File: src/rtl/exbus_pkg.sv
// Shared state encoding and burst-length limit for the external-bus requester.
package exbus_pkg;
  typedef enum logic [2:0] {IDLE, REQ, ADDR, STRB, END, REL} state_t;
  localparam int LEN_MAX = 16;
endpackage

File: src/rtl/exbus_master.sv
// External-bus requester: arbitrates with EXBREQ_N/EXBACK_N, then runs a
// 1-16 word burst on CS0 with BS_N/RD_N/WE_N strobes honouring WAIT_N.
module exbus_master
  import exbus_pkg::*;
(
  input  logic        CLK,
  input  logic        RST,
  input  logic        CE_R,
  input  logic        CE_F,
  input  logic        START,
  input  logic        START_WR,
  input  logic [23:0] START_ADDR,
  input  logic [3:0]  START_LEN,
  input  logic [15:0] WDATA,
  output logic        WDATA_ACK,
  output logic [15:0] RDATA,
  output logic        RDATA_VALID,
  output logic        BUSY,
  output logic        DONE,
  output logic        ERR,
  output logic        EXBREQ_N,
  input  logic        EXBACK_N,
  output logic [23:0] A,
  output logic [15:0] DO,
  output logic        DO_EN,
  input  logic [15:0] DI,
  output logic        BS_N,
  output logic        CS0_N,
  output logic        RD_WR_N,
  output logic        RD_N,
  output logic [1:0]  WE_N,
  input  logic        WAIT_N
);
  state_t      state_q;
  logic [23:0] addr_q, a_q;
  logic [4:0]  cnt_q;
  logic        wr_q, lost_q;
  logic        exbreq_n_q, bs_n_q, cs0_n_q, rd_wr_n_q, rd_n_q, do_en_q;
  logic [1:0]  we_n_q;
  logic [15:0] do_q, rdata_q;
  logic        wdata_ack_q, rdata_valid_q, done_q, err_q;
  logic [23:0] addr_d;
  logic [4:0]  cnt_d, len_d;
  logic        go_addr;
  logic        ce_f_unused;

  assign ce_f_unused = CE_F;
  assign addr_d = addr_q + 24'd1;
  assign cnt_d  = cnt_q - 5'd1;
  assign len_d  = (START_LEN == 4'd0) ? 5'(LEN_MAX) : {1'b0, START_LEN};

  // A new word starts either on first grant or when a burst continues with the grant intact.
  assign go_addr = CE_R && ((state_q == REQ && !EXBACK_N) ||
                            (state_q == END && cnt_q != 5'd0 && !EXBACK_N && !lost_q));

  always_ff @(posedge CLK) begin
    wdata_ack_q   <= 1'b0;
    rdata_valid_q <= 1'b0;
    done_q        <= 1'b0;
    err_q         <= 1'b0;
    if (RST) begin
      state_q    <= IDLE;
      exbreq_n_q <= 1'b1;
      bs_n_q     <= 1'b1;
      cs0_n_q    <= 1'b1;
      rd_wr_n_q  <= 1'b1;
      rd_n_q     <= 1'b1;
      we_n_q     <= 2'b11;
      a_q        <= 24'd0;
      do_q       <= 16'd0;
      do_en_q    <= 1'b0;
      lost_q     <= 1'b0;
    end else if (CE_R) begin
      unique case (state_q)
        IDLE: if (START) begin
          addr_q     <= START_ADDR;
          wr_q       <= START_WR;
          cnt_q      <= len_d;
          lost_q     <= 1'b0;
          exbreq_n_q <= 1'b0;
          state_q    <= REQ;
        end
        REQ: ;
        ADDR: begin
          bs_n_q <= 1'b1;
          if (wr_q) we_n_q <= 2'b00;
          else      rd_n_q <= 1'b0;
          if (EXBACK_N) lost_q <= 1'b1;
          state_q <= STRB;
        end
        STRB: begin
          if (EXBACK_N) lost_q <= 1'b1;
          if (WAIT_N) begin
            rd_n_q        <= 1'b1;
            we_n_q        <= 2'b11;
            cs0_n_q       <= 1'b1;
            do_en_q       <= 1'b0;
            rdata_valid_q <= !wr_q;
            addr_q        <= addr_d;
            cnt_q         <= cnt_d;
            state_q       <= END;
          end
        end
        END: if (!go_addr) begin
          if (EXBACK_N && cnt_q != 5'd0) lost_q <= 1'b1;
          exbreq_n_q <= 1'b1;
          state_q    <= REL;
        end
        REL: if (EXBACK_N) begin
          done_q  <= 1'b1;
          err_q   <= lost_q;
          state_q <= IDLE;
        end
        default: state_q <= IDLE;
      endcase
      if (go_addr) begin
        state_q   <= ADDR;
        a_q       <= addr_q;
        bs_n_q    <= 1'b0;
        cs0_n_q   <= 1'b0;
        rd_wr_n_q <= !wr_q;
        if (wr_q) begin
          do_q        <= WDATA;
          do_en_q     <= 1'b1;
          wdata_ack_q <= 1'b1;
        end
      end
    end
  end

  always_ff @(posedge CLK) begin
    if (CE_R && state_q == STRB && WAIT_N && !wr_q) rdata_q <= DI;
  end

  assign BUSY        = (state_q != IDLE);
  assign EXBREQ_N    = exbreq_n_q;
  assign A           = a_q;
  assign DO          = do_q;
  assign DO_EN       = do_en_q;
  assign BS_N        = bs_n_q;
  assign CS0_N       = cs0_n_q;
  assign RD_WR_N     = rd_wr_n_q;
  assign RD_N        = rd_n_q;
  assign WE_N        = we_n_q;
  assign WDATA_ACK   = wdata_ack_q;
  assign RDATA       = rdata_q;
  assign RDATA_VALID = rdata_valid_q;
  assign DONE        = done_q;
  assign ERR         = err_q;
endmodule

File: config.mk
export PLATFORM = sky130hd
export DESIGN_NAME = exbus_master
export DESIGN_NICKNAME = d
export VERILOG_FILES = /design/src/rtl/exbus_pkg.sv /design/src/rtl/exbus_master.sv
export SDC_FILE = /design/constraint.sdc
export NUM_CORES = 1
export LEC_CHECK = 0
export CAP_MARGIN = 30
export CORE_AREA = 3 3 108 110
export CTS_BUF_LIST = sky130_fd_sc_hd__clkbuf_16
export DETAILED_ROUTE_END_ITERATION = 10
export DIE_AREA = 0 0 111 113
export GPL_TIMING_DRIVEN = 1
export PLACE_DENSITY = 0.7
export SYNTH_ARGS = -nofsm -noshare
export SYNTH_HDL_FRONTEND = slang
export SYNTH_SLANG_ARGS = --single-unit
File: constraint.sdc
create_clock -name CLK -period 3.3 [get_ports CLK]
set_input_delay 0.495 -clock CLK [delete_from_list [all_inputs] [get_ports CLK]]
set_output_delay 0.495 -clock CLK [all_outputs]
set_load 0.01 [all_outputs]
# Word level (Yosys, flattened, before mapping)
# Cells that the tools add are included.
totals:
  register_bits: 102
  in_bits: 68
  mem_count: 0
  mem_bits_ro: 0
  out_inout_bits: 69
  latch_bits: 0
  ram_bits: 0
classes:
  bitwise: 7
  shifts: 0
  mux: 35
  n_eq_ne: 16
  n_mul: 0
  div: 0
  magnitude_cmp: 0
  n_reduce_logical: 40
  n_addsub: 2
op_table:
  columns: ["op", "count"]
  rows:
  - ["$mux W24", 2]
  - ["$pmux W24 S2", 1]
  - ["$add A24 B1 Y24 const B", 1]
  - ["$pmux W3 S6", 1]
  - ["$mux W1", 17]
  - ["$reduce_and A4 Y1", 4]
  - ["$mux W5", 3]
  - ["$mux W3", 4]
  - ["$ne A2 B2 Y1 const B", 6]
  - ["$reduce_bool A2 Y1", 6]
  - ["$pmux W5 S2", 1]
  - ["$reduce_and A5 Y1", 2]
  - ["$logic_and A1 B1 Y1", 9]
  - ["$ne A3 B3 Y1 const B", 3]
  - ["$reduce_or A4 Y1", 2]
  - ["$not A1 Y1", 7]
  - ["$eq A3 B2 Y1 const B", 2]
  - ["$eq A3 B3 Y1 const B", 2]
  - ["$reduce_and A3 Y1", 2]
  - ["$reduce_and A6 Y1", 1]
  - ["$reduce_bool A3 Y1", 2]
  - ["$reduce_or A3 Y1", 2]
  - ["$reduce_bool A5 Y1", 1]
  - ["$sub A5 B1 Y5 const B", 1]
  - ["12 further kinds", 18]

# Depth between registers and ports, before layout
logic_depth:
  ltp_word: 8
  ltp_mapped: 8
  mapped_depth_nobuf: 6

# Worst setup path before layout
# No wires, ideal clock.
synth_path:
  kind: "register -> register"
  startpoint: "reg state_q[1]"
  endpoint: "reg addr_q[0], enable pin"
  arrival_ps: 2485
  synth_period_minus_slack_ps: 2910
  path_stages_with_launch: 7
  setup_slack_ps: 390
  n_path_buf: 3
  cell_sequence: "dfxtp_1 clkbuf_1 and3b_1 buf_6 buf_6 nand2_1 a21oi_1"
synth_via:
  elab_chain_len: 3
  word_cells_on_any_way: 6
  cone_classes: "eq/ne: 3; reduce/logical: 3"
synth_lines:
  columns: ["element", "line", "rtl"]
  rows:
  - ["start, declared", "exbus_master.sv:34", "state_t state_q;"]
  - ["start signal, assigned", "exbus_master.sv:62", "state_q <= IDLE;"]
  - ["start signal, assigned", "exbus_master.sv:81", "state_q <= REQ;"]
  - ["start signal, assigned", "exbus_master.sv:89", "state_q <= STRB;"]
  - ["$eq A3 B2 Y1 or $logic_not A3 Y1 (tied branches)", "exbus_master.sv:74", "unique case (state_q)"]
  - ["$ne A2 B2 Y1 (no source line) or $reduce_bool A2 Y1 (tied branches)", null, null]
  - ["$reduce_and A5 Y1 (no source line) (*)", null, null]
  - ["end signal, assigned", "exbus_master.sv:99", "addr_q <= addr_d;"]
  - ["end, declared", "exbus_master.sv:35", "logic [23:0] addr_q, a_q;"]
# Mark *: on every way between the ends. The rest lies on a longest branch, timed or not.
# A chain may end at the register's enable or synchronous reset.

# Final worst setup path
layout_path:
  startpoint: "reg cnt_q[0]"
  endpoint: "reg do_q[0], in the netlist DO[0]"
layout_via:
  elab_chain_len: 7
layout_lines:
  columns: ["element", "line", "rtl"]
  rows:
  - ["start, declared", "exbus_master.sv:36", "logic [4:0] cnt_q;"]
  - ["start signal, assigned", "exbus_master.sv:78", "cnt_q <= len_d;"]
  - ["start signal, assigned", "exbus_master.sv:100", "cnt_q <= cnt_d;"]
  - ["$reduce_bool A5 Y1", "exbus_master.sv:54", "(state_q == END && cnt_q != 5'd0 && !EXBACK_N && !lost_q));"]
  - ["$logic_and A1 B1 Y1 (3 in a row)", "exbus_master.sv:54", null]
  - ["$logic_or A1 B1 Y1", "exbus_master.sv:53", "assign go_addr = CE_R && ((state_q == REQ && !EXBACK_N) ||"]
  - ["$logic_and A1 B1 Y1", "exbus_master.sv:53", null]
  - ["$reduce_and A3 Y1 (no source line)", null, null]
  - ["end signal, assigned", "exbus_master.sv:70", "do_q <= 16'd0;"]
  - ["end signal, assigned", "exbus_master.sv:123", "do_q <= WDATA;"]
  - ["end, declared", "exbus_master.sv:40", "logic [15:0] do_q, rdata_q;"]
# No other way between the ends.

==> impl_metrics.ini <==
[cts]
cts_made_buffers = 9
clk_root_buffer_cell = clkbuf_16
cts_buffer_depth = 2
cts_tree = built
htree_levels = 3
cts.sinks = 101
hold_buffers = 0
clk_pin_slew_worst_paths_ns = 0.07
worstSkewPairLatency_ns = 0.33
postCtsSetupBuffers = 0
cts_resized = 0

[floorplanning]
initial_core_util = 0.399
rows = 38
core_sq_um = 10800
io_pins = 137
die_w_microns = 111
dieArea_sq_um = 12500
die_y_microns = 113

[worst_setup_path]
r2r_cells = 6
critPathLaunchType = register
crit_fanout = 20
crit_chain = inv_1 -> ha_1 -> or4b_1 -> a31o_1 -> and2_1 -> a31o_1
critPathBufInv = 1
cpPeakStageDelay_ns = 0.51
end_kind = register
worst_path_most_repeated_cell = a31o_1
critPathKind = register to register
cp.arrival_ns = 2.78
crit_slowest_cell = or4b_1
reg2reg_slack_ns = 0.74
path_depth = 6
required_ns = 3.52
cpLargestDelayFamily = simple AND/OR/NAND/NOR gates

[timing]
finalCritPeriodShare = 0.775
tightest_slew_ns = 0.763
hold_violations = 0
fin_crit_ns = 2.56
slew_viol_final = 0
clock.fmax_mhz = 391
relSlewSlack = 0.492
fin_worst_skew_ns = 0.00506
rsz0062_at_grt = false
fin_ws_ns = 0.743
setup_viol_count_final = 0
finalSetupTns_ns = 0

[cells_and_area]
n_antenna_cell = 0
syn_to_final_growth_pct = 41.4
fillers = 952
drive_gt1_frac = 0.0609
nets = 608
final_core_util = 0.565

[synth]
synth_edf_count = 46
yosys_warnings = 0
synthArstFlopShare = 0
syn_nets = 481
yosys_most_used_dff = dfxtp_1
syn_avg_cell_area_sq_um = 10.5
netlist_instances = 410
synth_seq_cells = 101
netlist_area_sq_um = 4310
synthDistinctLibCells = 46
ys_seq_area_frac = 0.576

[global_route]
grt_pass1_vias = 3505
grt_pass1_wl_mm = 17.3
overflow = 0
grt_max_degree = 37
antenna_found_initial = 0
grt_usage = 0.169

[detailed_routing]
wl_per_cell_microns = 15.7
drc_errors = 0
routed_via_density = 5.30
drtIter0Drc = 208
vias = 3613
antenna_left = 0
first_pass_iters = 5
drt-total-wl_mm = 10.7

[pwr]
peakVddDrop_mv = 0.308
power_density_nw_per_um2 = 440
p_leak_nw = 2.15

[placed_design]
io_buffer_count = 135
hpwlAfterDp_mm = 7.73
finalWeightedCongestion = 0.805
post-place-ws_ns = 0.739

[hold_path]
holdPathStages = 2
min_path_type = register to register

[run]
max-cap-violations = 0

[outcome]
outcome = complete, no violations
registers in the layout (all words and copies together) (netlist names):
| register | count |
|---|---|
| A | 24 |
| addr_q | 24 |
| DO | 16 |
| RDATA | 16 |
| cnt_q | 5 |
| state_q | 3 |
| BS_N | 1 |
| CS0_N | 1 |
| DONE | 1 |
| DO_EN | 1 |
| ERR | 1 |
| EXBREQ_N | 1 |
| RDATA_VALID | 1 |
| RD_N | 1 |
| RD_WR_N | 1 |
| WDATA_ACK | 1 |
| WE_N | 1 |
| lost_q | 1 |
| wr_q | 1 |
worst min-delay path: cells and delay by family, from the launching register on:
family	cells	cell delay [ns]
and+or+nand+nor	1	0.05
DFF	1	0.31
AOI/OAI and AO/OA	1	0.06
cells by family after synthesis:
| logic type | Yosys count | synth area share |
|---|---|---|
| simple gates | 136 | 0.156 |
| xor+xnor | 14 | 0.0284 |
| fa+ha+maj | 3 | 0.00871 |
| flops | 101 | 0.576 |
| compound gates | 120 | 0.189 |
| buf+inv | 36 | 0.0424 |
path summary, 6_finish.rpt:
| check | from | endpoint |
|---|---|---|
| max | cnt_q[0] | DO[0] |
| min | DO_EN | DO_EN |
| max reg2reg | cnt_q[0] | DO[0] |
| min reg2reg | DO_EN | DO_EN |
cells in the mapped netlist (all sizes together) (3+ instances only):
cell     n  share of area
nand2   56          0.049
edfxtp  46           0.32
and2     4         0.0058
xor2     3         0.0061
o21ai   28          0.033
a31oi   14          0.020
nand3   13          0.015
inv      8         0.0070
nor3     6         0.0070
a21oi   26          0.033
ha       3         0.0087
nor2b    3         0.0044
or3      6         0.0087
xnor2   11          0.022
a22o    24          0.049
or4      5         0.0087
dfxtp   55           0.26
nor2    24          0.021
buf     11          0.021
nor4     5         0.0073
clkbuf  17          0.015
o31ai    4         0.0070
a31o    17          0.035
cell usage in the layout (no fill, tap or decap), drive strengths merged, types with 3 or more instances in the layout:
master | netlist | layout
a31o | 17 | 17
nor2 | 24 | 24
a22o | 24 | 24
a31oi | 14 | 14
nor2b | 3 | 3
o31ai | 4 | 4
inv | 8 | 8
a21oi | 26 | 26
edfxtp | 46 | 46
nand3 | 13 | 13
nand2 | 56 | 56
nor3 | 6 | 6
buf | 11 | 9
or3 | 6 | 6
nor4 | 5 | 5
ha | 3 | 3
clkinv | 0 | 4
clkdlybuf4s50 | 0 | 135
dfxtp | 55 | 55
and2 | 4 | 4
o21ai | 28 | 28
clkbuf | 17 | 9
xnor2 | 11 | 11
or4 | 5 | 5
xor2 | 3 | 3
cell type report:
| type | count | area [sq um] | area share |
|---|---|---|---|
| repair buffers | 144 | 1430 | 0.235 |
| multi-input cells | 273 | 1660 | 0.273 |
| well taps | 140 | 175 | 0.0287 |
| clock buffers | 9 | 225 | 0.0369 |
| flip-flops and latches | 101 | 2480 | 0.407 |
| clock inverters | 7 | 90.1 | 0.0148 |
| inverters | 8 | 30.0 | 0.00493 |
layer usage:
metal  track usage  wire [microns]
met2         0.278            4890
met4        0.0583             163
met5             0               0
met1         0.225            5000
met3        0.0316             667
power by group:
part | total [W] | switching (W) | internal, W
Clock | 0.00110 | 0.000444 | 0.000660
Combinational | 0.000224 | 0.0000974 | 0.000127
Sequential | 0.00136 | 0.0000231 | 0.00133
Total | 0.00268 | 0.000564 | 0.00212
stage by stage:
step / total power, W / area, sq um / hold slack, ns / cells
6_report: 0.00268 / 6100 / 0.462 / 682
5_1_grt: 0.00278 / 6100 / 0.480 / 682
4_1_cts: 0.00271 / 6100 / 0.466 / 682
3_5_place_dp: 0.00161 / 5780 / 0.457 / 666
3_3_place_gp: 0.00160 / 5780 / 0.444 / 666
2_1_floorplan: 0.00147 / 4310 / 0.454 / 410
(Power assumes the default switching activity.)
